**src/rtl/timer_dev_pkg.sv**
```systemverilog
// Shared definitions for the timer_dev countdown timer: FSM state encoding,
// register word offsets, CTRL register layout and MODE decoding.
package timer_dev_pkg;

    // Countdown FSM states
    typedef enum logic [1:0] {
        ST_IDLE = 2'd0,
        ST_LOAD = 2'd1,
        ST_CNT  = 2'd2,
        ST_INT  = 2'd3
    } state_t;

    // Register word offsets (addr_in[3:2])
    localparam logic [1:0] REG_CTRL     = 2'd0;
    localparam logic [1:0] REG_PRESET   = 2'd1;
    localparam logic [1:0] REG_COUNT    = 2'd2;
    localparam logic [1:0] REG_PRESCALE = 2'd3;

    // MODE code for auto-reload; every other code (00 and reserved 1x) is one-shot
    localparam logic [1:0] MODE_RELOAD = 2'b01;

    // CTRL layout: [3] IM, [2:1] MODE, [0] EN
    typedef struct packed {
        logic       im;
        logic [1:0] mode;
        logic       en;
    } ctrl_t;

    function automatic logic is_reload(input logic [1:0] mode);
        return mode == MODE_RELOAD;
    endfunction

endpackage

```
**src/rtl/timer_dev_prescale.sv**
```systemverilog
// Tick generator for the timer: one tick every (prescale + 1) cycles while run
// is high. Restart returns the divider to zero so every countdown starts with a
// full prescale period. Only instantiated when TIMER_PRESCALE_EN is defined.
module timer_dev_prescale #(
    parameter int PRESCALE_W = 8
) (
    input  logic                  clk,
    input  logic                  reset,
    input  logic                  restart,
    input  logic                  run,
    input  logic [PRESCALE_W-1:0] prescale,
    output logic                  tick
);

    logic [PRESCALE_W-1:0] div_cnt;

    // >= rather than == so a PRESCALE lowered mid-count cannot leave the divider stranded
    assign tick = (div_cnt >= prescale);

    // Divider counter: cleared on reset/restart, wraps to zero on each tick
    always_ff @(posedge clk) begin
        if (reset || restart) begin
            div_cnt <= '0;
        end else if (run) begin
            div_cnt <= tick ? '0 : div_cnt + 1'b1;
        end
    end

endmodule

```
**src/rtl/timer_dev.sv**
```systemverilog
// timer_dev: memory-mapped countdown timer on the processor bus (DEV0).
// Registers (word offsets): 0x0 CTRL, 0x4 PRESET, 0x8 COUNT (read-only),
// 0xC PRESCALE only when the TIMER_PRESCALE_EN macro is defined.
// BASE_ADDR is assumed 16-byte aligned so addr_in[3:2] selects the register.
module timer_dev
    import timer_dev_pkg::*;
#(
    parameter logic [31:0] BASE_ADDR  = 32'h0000_7F00,
    parameter int          PRESCALE_W = 8
) (
    input  logic        clk,
    input  logic        reset,
    input  logic [31:0] addr_in,
    input  logic        we,
    input  logic [3:0]  data_type,
    input  logic [31:0] wd,
    output logic [31:0] rd,
    output logic        irq
);

`ifdef TIMER_PRESCALE_EN
    localparam logic [31:0] SPAN = 32'd15;
`else
    localparam logic [31:0] SPAN = 32'd11;
`endif

    state_t                state;
    state_t                next_state;
    ctrl_t                 ctrl;
    logic [31:0]           preset;
    logic [31:0]           count;
    logic                  irq_flag;
    logic [PRESCALE_W-1:0] prescale_val;
    logic                  tick;

    logic                  sel;
    logic [1:0]            reg_idx;
    logic                  wr_ok;
    logic                  wr_ctrl;
    logic                  wr_preset;
    logic                  load_count;
    logic                  dec_count;
    logic                  zero_count;
    logic                  set_flag;
    logic                  clr_en;
    logic [31:0]           rd_mux;

    assign sel       = (addr_in >= BASE_ADDR) && (addr_in <= BASE_ADDR + SPAN);
    assign reg_idx   = addr_in[3:2];
    // Only full-word writes are accepted; sub-word stores are silently dropped
    assign wr_ok     = we && sel && (data_type == 4'b0000);
    assign wr_ctrl   = wr_ok && (reg_idx == REG_CTRL);
    assign wr_preset = wr_ok && (reg_idx == REG_PRESET);

`ifdef TIMER_PRESCALE_EN
    logic wr_prescale;
    assign wr_prescale = wr_ok && (reg_idx == REG_PRESCALE);

    // PRESCALE register, software R/W
    always_ff @(posedge clk) begin
        if (reset) begin
            prescale_val <= '0;
        end else if (wr_prescale) begin
            prescale_val <= wd[PRESCALE_W-1:0];
        end
    end

    timer_dev_prescale #(
        .PRESCALE_W (PRESCALE_W)
    ) u_prescale (
        .clk      (clk),
        .reset    (reset),
        .restart  (state == ST_LOAD),
        .run      (state == ST_CNT),
        .prescale (prescale_val),
        .tick     (tick)
    );
`else
    // No prescaler: COUNT steps every cycle; 0xC lies outside sel
    assign prescale_val = '0;
    assign tick         = 1'b1;
`endif

    // FSM state register
    always_ff @(posedge clk) begin
        if (reset) begin
            state <= ST_IDLE;
        end else begin
            state <= next_state;
        end
    end

    // FSM next-state and register-update strobes
    always_comb begin
        next_state = state;
        load_count = 1'b0;
        dec_count  = 1'b0;
        zero_count = 1'b0;
        set_flag   = 1'b0;
        clr_en     = 1'b0;
        case (state)
            ST_IDLE: begin
                if (ctrl.en) begin
                    next_state = ST_LOAD;
                end
            end
            ST_LOAD: begin
                load_count = 1'b1;
                next_state = ST_CNT;
            end
            ST_CNT: begin
                if (!ctrl.en) begin
                    next_state = ST_IDLE;
                end else if (tick) begin
                    if (count > 32'd1) begin
                        dec_count = 1'b1;
                    end else begin
                        // COUNT of 0 or 1 both expire, so PRESET=0 acts like PRESET=1
                        zero_count = 1'b1;
                        set_flag   = 1'b1;
                        next_state = ST_INT;
                    end
                end
            end
            ST_INT: begin
                if (is_reload(ctrl.mode)) begin
                    next_state = ST_LOAD;
                end else begin
                    clr_en     = 1'b1;
                    next_state = ST_IDLE;
                end
            end
            default: begin
                next_state = ST_IDLE;
            end
        endcase
    end

    // CTRL register: a bus write wins over the one-shot EN clear on the same edge
    always_ff @(posedge clk) begin
        if (reset) begin
            ctrl <= '0;
        end else if (wr_ctrl) begin
            ctrl <= ctrl_t'(wd[3:0]);
        end else if (clr_en) begin
            ctrl.en <= 1'b0;
        end
    end

    // PRESET register; a write during CNT only takes effect at the next LOAD
    always_ff @(posedge clk) begin
        if (reset) begin
            preset <= '0;
        end else if (wr_preset) begin
            preset <= wd;
        end
    end

    // COUNT register, updated only by the FSM
    always_ff @(posedge clk) begin
        if (reset) begin
            count <= '0;
        end else if (load_count) begin
            count <= preset;
        end else if (dec_count) begin
            count <= count - 32'd1;
        end else if (zero_count) begin
            count <= '0;
        end
    end

    // Interrupt flag: set on expiry, cleared by software writes to CTRL/PRESET
    always_ff @(posedge clk) begin
        if (reset) begin
            irq_flag <= 1'b0;
        end else if (wr_ctrl || wr_preset) begin
            irq_flag <= 1'b0;
        end else if (set_flag) begin
            irq_flag <= 1'b1;
        end
    end

    // Read mux: side-effect free, zero when the address is outside the device
    always_comb begin
        rd_mux = '0;
        if (sel) begin
            case (reg_idx)
                REG_CTRL:     rd_mux = {28'b0, ctrl};
                REG_PRESET:   rd_mux = preset;
                REG_COUNT:    rd_mux = count;
                REG_PRESCALE: rd_mux = 32'(prescale_val);
                default:      rd_mux = '0;
            endcase
        end
    end

    assign rd  = reset ? 32'h0 : rd_mux;
    assign irq = ctrl.im & irq_flag & ~reset;

endmodule

```
**config.mk**
```make
export PLATFORM = sky130hd
export DESIGN_NAME = timer_dev
export DESIGN_NICKNAME = d
export VERILOG_FILES = /design/src/rtl/timer_dev_pkg.sv /design/src/rtl/timer_dev_prescale.sv /design/src/rtl/timer_dev.sv
export SDC_FILE = /design/constraint.sdc
export NUM_CORES = 1
export LEC_CHECK = 0
export CAP_MARGIN = 25
export CORE_MARGIN = 2
export CORE_UTILIZATION = 42
export DETAILED_ROUTE_END_ITERATION = 8
export PLACE_DENSITY = 0.8
export SYNTH_ARGS = -nofsm -noshare
export SYNTH_HDL_FRONTEND = slang
export SYNTH_HIERARCHICAL = 1
export SYNTH_SLANG_ARGS = --single-unit
```
**constraint.sdc**
```tcl
create_clock -name clk -period 4.9 [get_ports clk]
set_clock_uncertainty 0.2 [all_clocks]
set_input_delay 0.735 -clock clk [delete_from_list [all_inputs] [get_ports clk]]
set_output_delay 0.735 -clock clk [all_outputs]
set_load 0.005 [all_outputs]
```
# == Word-level counts from Yosys, hierarchy flattened ==
# Cells that the tools add are included.
# classes
addsub,1
bitwise_logic,3
n_reduce_logical,13
n_eq_ne,9
order_cmp,3
n_mux,22
# ops
operator,n
$mux 32,5
$pmux 32 s4,1
$ge 32x15->1 const B,1
$gt 32x1->1 const B,1
$le 32x15->1 const B,1
$sub 32x1->32 const B,1
$mux 1,12
$eq 2x2->1 const B,4
$pmux 2 s4,1
$eq 2x1->1 const B,3
$mux 2,3
$logic_and 1x1->1,5
$logic_not 2->1,2
$logic_not 4->1,1
$ne 3x3->1 const B,1
$reduce_bool 3->1,1
$and 1x1->1,2
$ne 2x2->1 const B,1
$reduce_and 2->1,1
$reduce_bool 2->1,1
$reduce_or 2->1,1
$logic_or 1x1->1,1
$not 1->1,1
# word_totals
out_inout_bits,33
register_bits,71

# == Longest topological paths before layout ==
# Gate-level depths: netlist (run 1).
# logic_depth
word_depth,7
depth_mapped,8
ltp_nobuf,7

# == Worst setup path before layout (run 1) ==
# Ideal clock, no wire load.
# synth_path
kind,input port to output port
start,input addr_in[6]
end,output rd[10]
n_path_buf,2
slack_ns,1.941
path_stages,6
arrival_ns,2.024
path_cell_list,nor4b_1 -> nand4_1 -> or3_1 -> clkbuf_1 -> clkbuf_1 -> nor2_1
# synth_via
elab_chain_len,4
# synth_lines
item,line_no,source
"start, declared",timer_dev.sv:13,"input logic [31:0] addr_in,"
$ge 32x15->1 or $le 32x15->1 (tied branches),timer_dev.sv:48,assign sel = (addr_in >= BASE_ADDR) && (addr_in <= BASE_ADDR + SPAN);
$logic_and 1x1->1 *,timer_dev.sv:48,
$mux 32 *,timer_dev.sv:186,if (sel) begin
$mux 32 *,timer_dev.sv:197,assign rd = reset ? 32'h0 : rd_mux;
"end, declared",timer_dev.sv:17,"output logic [31:0] rd,"
# Mark *: on every way between the ends. The rest lies on a longest branch, timed or not.

# == Worst setup path after layout (run 1) ==
# layout_path
start,input addr_in[12]
end,output rd[8]
# The elaborated chain is that of the path after synthesis.

==> results.toml, run 1 <==
[outcome]
status = "complete, no violations"

[timing]
max_freq_ghz = 0.248
finalHoldViolations = 0
setup_violations = 0
post-route-period-util_pct = 82.3
whs_ns = 0.283
finalCriticalPeriod_ns = 4.03
tns_ns = 0
rsz0062_at_grt = "false"
final_max_slew_viol_count = 0
tightest_slew_ns = 0.962
max-slew-margin-rel_pct = 35.9

[global_route]
grt_antenna_before_repair = 0
grt_max_degree = 75
grt_usage_pct = 21.6
overflow = 0
grt_pass1_wl_um = 19800
grt_pass1_vias = 4153

[power_and_ir_drop]
totalPowerFinal_uw = 1190
seqPwrFrac_pct = 48.3
net-switching-power_uw = 251
intPower_uw = 944
irDropWorstVdd_v = 0.000138
p_leak_uw = 0.00176
clkPwrFrac_pct = 44.8
pwr_density_cell_mw_per_mm2 = 220
p_sw_share_pct = 21.0
p_comb_share_pct = 6.9

[logic_synthesis]
yosysSeqAreaShare_pct = 34.0
syn_inst = 524
syn_avg_cell_area_um2 = 7.97
syn_nets = 597
ys_ff_latch = 71
synth.distinct_cells = 52
synthTopCellsByCount = "nor2_1 (87), dfxtp_1 (71), nand2_1 (45)"
synthTopCellsByArea = "dfxtp_1 (34%), mux2i_1 (9.3%), nor2_1 (7.8%)"
netlist_area_mm2 = 0.00418
synth_top_area_share_pct = 34.0
ys_async_sr_fraction_pct = 0
synth.most_common_cell = "nor2_1"
yosys_warnings = 6
synth_top_area_cell = "dfxtp_1"
synth_edf_count = 0
synth_ff_type = "dfxtp_1"

[floorplanning]
die_x_um = 104
start_util_pct = 42.9
core_mm2 = 0.00973
fp.dieH_um = 104
ios = 104
dieArea_mm2 = 0.0108
rows = 36

[hold_path]
hp-class = "reg2reg"

[placed_design]
port_buffers = 101
hpwl_um = 7960
placed_area_mm2 = 0.00519
globalplace.congestion = 0.877
placedCellCount = 723

[layout]
fill_cells = 907
finalNonFillerCells = 739
num_antenna_cells = 0
drive_above_1_share_pct = 6.60
seqCellArea_mm2 = 0.00142
multi_input_area_mm2 = 0.00250
fin_nets = 674
syn_to_final_growth_pct = 29.6
fin_area_mm2 = 0.00542

[clock_network]
ctsRootBufferMaster = "clkbuf_8"
clk_pin_slew_ns = 0.07
cts_setup_buffers = 0
clk_latency_ns = 0.36
clk_path_buf_depth = 2
cts_hold_buffers = 0
cts_tree = "yes"
htree_num_levels = 3
cts_inserted_buffers = 9
cts_resized = 0
clock_sinks = 71

[setup_path]
crit_fanout = 16
critical-path-max-stage-delay_ns = 0.51
required_ns = 3.96
cp-end-kind = "output pin"
reg2reg_setup_slack_ns = 1.95
critPathKind = "in2out"
critPathLaunchType = "input port"
cp_top_family = "simple AND/OR/NAND/NOR gates"
crit_top_cell = "clkdlybuf4s50_1"
cpMaxStageDelayCell = "clkdlybuf4s50_1"
arrival_ns = 3.10
crit_buf_inv = 3
worstPathCellList = "clkdlybuf4s50_1, nor4bb_1, nand4_1, or3_1, buf_4, nor2_1, clkdlybuf4s50_1"

[route]
vias = 4277
postRouteAntennaNets = 0
drt_iter0_drc = 190
drc = 0
dr.pass1.iters = 5
vias_per_cell = 5.79
routed_wl_um = 11500
wl_per_cell_um = 15.6

[flow_run]
maxCapViolations = 0
## cells by family after synthesis
| kind of cell | after synthesis | synth area share [%] |
|---|---|---|
| xor gates and xnor gates | 10 | 2.10 |
| adders and majority gates | 2 | 0.599 |
| DFF | 71 | 34.0 |
| and+or+nand+nor | 236 | 28.5 |
| AOI/OAI and AO/OA | 114 | 18.7 |
| muxes | 39 | 9.34 |
| buffers and inverters | 52 | 6.68 |
## sequential cells by signal (all words and copies together), names as in the netlist
name / cells
state: 2
irq_flag: 1
preset: 32
ctrl: 4
count: 32
## worst reg2reg max path, cell delays in order (launching register included)
cell	delay, ns
dfxtp_1	0.38
nor4_1	0.84
o2111a_1	0.37
a31oi_2	0.34
buf_4	0.33
a221oi_1	0.28
nor3_1	0.07
## layer usage
layer / routed length, um / track usage [%] / share of wire [%] / vias up
met5: 0 / 0 / 0 / -
met4: 223 / 5.79 / 1.9 / 0
met3: 878 / 6.17 / 7.6 / 28
met2: 5460 / 36.8 / 47 / 169
met1: 4980 / 26.9 / 43 / 2002
li1: - / - / - / 2078
## power groups by stage
stage | Clock [uW] | Sequential (uW) | Combinational, uW
2_1_floorplan | 0 | 590 | 22.8
3_3_place_gp | 0 | 590 | 81.0
3_5_place_dp | 0 | 590 | 82.7
4_1_cts | 538 | 576 | 82.8
5_1_grt | 565 | 576 | 88.0
6_report | 535 | 577 | 82.2
## placed cells by master (no fill, tap or decap), types with 4 or more instances in the layout
| cell type | instances |
|---|---|
| a21oi_1 | 18 |
| a22oi_1 | 34 |
| a31oi_1 | 21 |
| buf_4 | 10 |
| clkbuf_8 | 11 |
| clkdlybuf4s50_1 | 100 |
| dfxtp_1 | 71 |
| inv_1 | 7 |
| mux2i_1 | 39 |
| nand2_1 | 45 |
| nand2b_1 | 4 |
| nand3_1 | 27 |
| nand4_1 | 6 |
| nor2_1 | 87 |
| nor3_1 | 13 |
| nor4_1 | 19 |
| o21ai_0 | 6 |
| o21ai_1 | 9 |
| o31a_1 | 10 |
| or3_1 | 6 |
| or4_1 | 6 |
| xnor2_1 | 7 |
## worst paths after layout
kind / to / from / depth (start not counted)
max: rd[8] / addr_in[12] / 7
min: count[19] / preset[19] / 2
max reg2reg: count[8] / count[18] / 6
min reg2reg: count[19] / preset[19] / 2
## through the flow
| step | utilization (%) | setup WS (ns) |
|---|---|---|
| finish | 55.7 | 0.868 |
| global route | 55.7 | 0.678 |
| CTS | 55.7 | 0.825 |
| detailed placement | 53.4 | 0.828 |
| global placement | 53.4 | 0.925 |
| floorplan | - | 1.94 |
## cell type report
cell class / instances / share of cell area [%]
timing repair buffer: 111 / 20.0
inverter: 7 / 0.485
multi-input combinational: 401 / 46.1
clock inverter: 3 / 1.20
sequential: 71 / 26.2
clock buffer: 13 / 2.93
tap: 133 / 3.07
(Power assumes the default switching activity.)
==> run 2, diff against run 1 <==
==> constraint.sdc (replaced) <==
create_clock -name clk -period 4.2 [get_ports clk]
set_clock_uncertainty 0.2 [all_clocks]
set_input_delay 0.63 -clock clk [delete_from_list [all_inputs] [get_ports clk]]
set_output_delay 0.63 -clock clk [all_outputs]
set_load 0.005 [all_outputs]
==> results.toml, run 2 (synthesized netlist as in run 1, its figures left out) <==
[layout]
fill_cells = 917
fin_nets = 675
seqCellArea_mm2 = 0.00142
multi_input_area_mm2 = 0.00250
layout_common_cells = "clkdlybuf4s50_1 (100), nor2_1 (87), dfxtp_1 (71), nand2_1 (45), mux2i_1 (39)"
syn_to_final_growth_pct = 28.8
fin_area_mm2 = 0.00538
drive_above_1_share_pct = 6.60
reg_top3 = "count: 32 flops, preset: 32 flops, ctrl: 4 flops"
layout_commonest_cell = "clkdlybuf4s50_1"
finalNonFillerCells = 739
num_antenna_cells = 0

[setup_path]
critPathKind = "in2out"
r2r_cells = 7
arrival_ns = 2.97
cp-end-kind = "output pin"
r2r_start = "count[0]"
required_ns = 3.37
reg2reg_setup_slack_ns = 1.33
critPathLaunchType = "input port"
r2r_end = "count[30]"
crit_fanout = 16

[clock_network]
htree_num_levels = 3
clk_latency_ns = 0.36
clock_sinks = 71
cts_hold_buffers = 0
cts_tree = "yes"
cts_resized = 0
cts_inserted_buffers = 9
clk_path_buf_depth = 2
ctsRootBufferMaster = "clkbuf_8"
clk_pin_slew_ns = 0.07
cts_setup_buffers = 0

[timing]
tns_ns = 0
whs_ns = 0.286
post-route-period-util_pct = 90.4
finalHoldViolations = 0
max_freq_ghz = 0.263
final_max_slew_viol_count = 0
setup_violations = 0
tightest_slew_ns = 0.974
finalCriticalPeriod_ns = 3.80
max-slew-margin-rel_pct = 35.0
rsz0062_at_grt = "false"

[global_route]
grt_antenna_before_repair = 0
grt_max_degree = 75
grt_usage_pct = 21.5
overflow = 0
grt_pass1_vias = 4142
grt_pass1_wl_um = 19600

[route]
wl_per_cell_um = 15.6
postRouteAntennaNets = 0
vias_per_cell = 5.72
drt_iter0_drc = 244
drc = 0
vias = 4225
routed_wl_um = 11500
dr.pass1.iters = 4

[placed_design]
globalplace.congestion = 0.882
port_buffers = 101
placed_area_mm2 = 0.00520
placedCellCount = 724
hpwl_um = 7940

[floorplanning]
rows = 36
core_mm2 = 0.00973
start_util_pct = 42.9
ios = 104
dieArea_mm2 = 0.0108
fp.dieH_um = 104
die_x_um = 104

[hold_path]
hold_path_end = "count[19]"
hp-class = "reg2reg"
hold_depth = 2
hold_start = "preset[19]"

[flow_run]
maxCapViolations = 0

[power_and_ir_drop]
irDropWorstVdd_v = 0.000128
p_leak_uw = 0.00174
pwr_density_cell_mw_per_mm2 = 240

[outcome]
status = "complete, no violations"
run 2: cell count changes in the layout (fill, tap and decap cells not counted), sizes merged:
cell and change:
bufinv -1, buf +1, clkinvlp +1, clkinv +1, clkbuf -2
run 2: how the worst max path moves through the flow:
stage	start	endpoint	slack, ns	depth (start not counted)
after floorplan	addr_in[6]	rd[10]	1.45	6
after global routing	addr_in[12]	rd[12]	0.18	7
after global placement	addr_in[6]	rd[20]	0.45	7
final	addr_in[12]	rd[12]	0.40	7
after detailed placement	addr_in[12]	rd[22]	0.41	7
after CTS	addr_in[6]	rd[12]	0.40	7
run 2: critical path, cell delays in order:
cell	delay, ns
clkdlybuf4s50_1	0.45
nor4bb_1	0.31
nand4_1	0.27
or3_1	0.44
buf_4	0.21
nor2_1	0.14
clkdlybuf4s50_1	0.52
run 2: through the flow:
stage | util (%) | power (uW) | setup slack, ns
2_1_floorplan | - | 715 | 1.45
3_3_place_gp | 53.4 | 783 | 0.450
3_5_place_dp | 53.4 | 784 | 0.413
4_1_cts | 55.3 | 1300 | 0.397
5_1_grt | 55.3 | 1340 | 0.175
6_report | 55.3 | 1290 | 0.403
run 2: cell type report:
type	count	share of cell area (%)
Clock inverter	4	0.884
Inverter	7	0.488
Sequential cell	71	26.4
Tap cell	133	3.09
Timing Repair Buffer	112	20.2
Clock buffer	11	2.44
Multi-Input combinational cell	401	46.4
run 2: layer usage:
metal	wire (um)	vias to the layer above	GRT usage (%)
li1	-	2078	-
met3	706	20	6.04
met5	0	-	0
met2	5550	136	37.1
met1	5130	1991	26.4
met4	133	0	5.60
run 2: where the power goes:
| part | switching [uW] | internal [uW] | leakage, uW |
|---|---|---|---|
| registers | 0.0000000108 | 673 | 0.000571 |
| logic | 34.6 | 61.6 | 0.00108 |
| clock network | 255 | 269 | 0.0000892 |
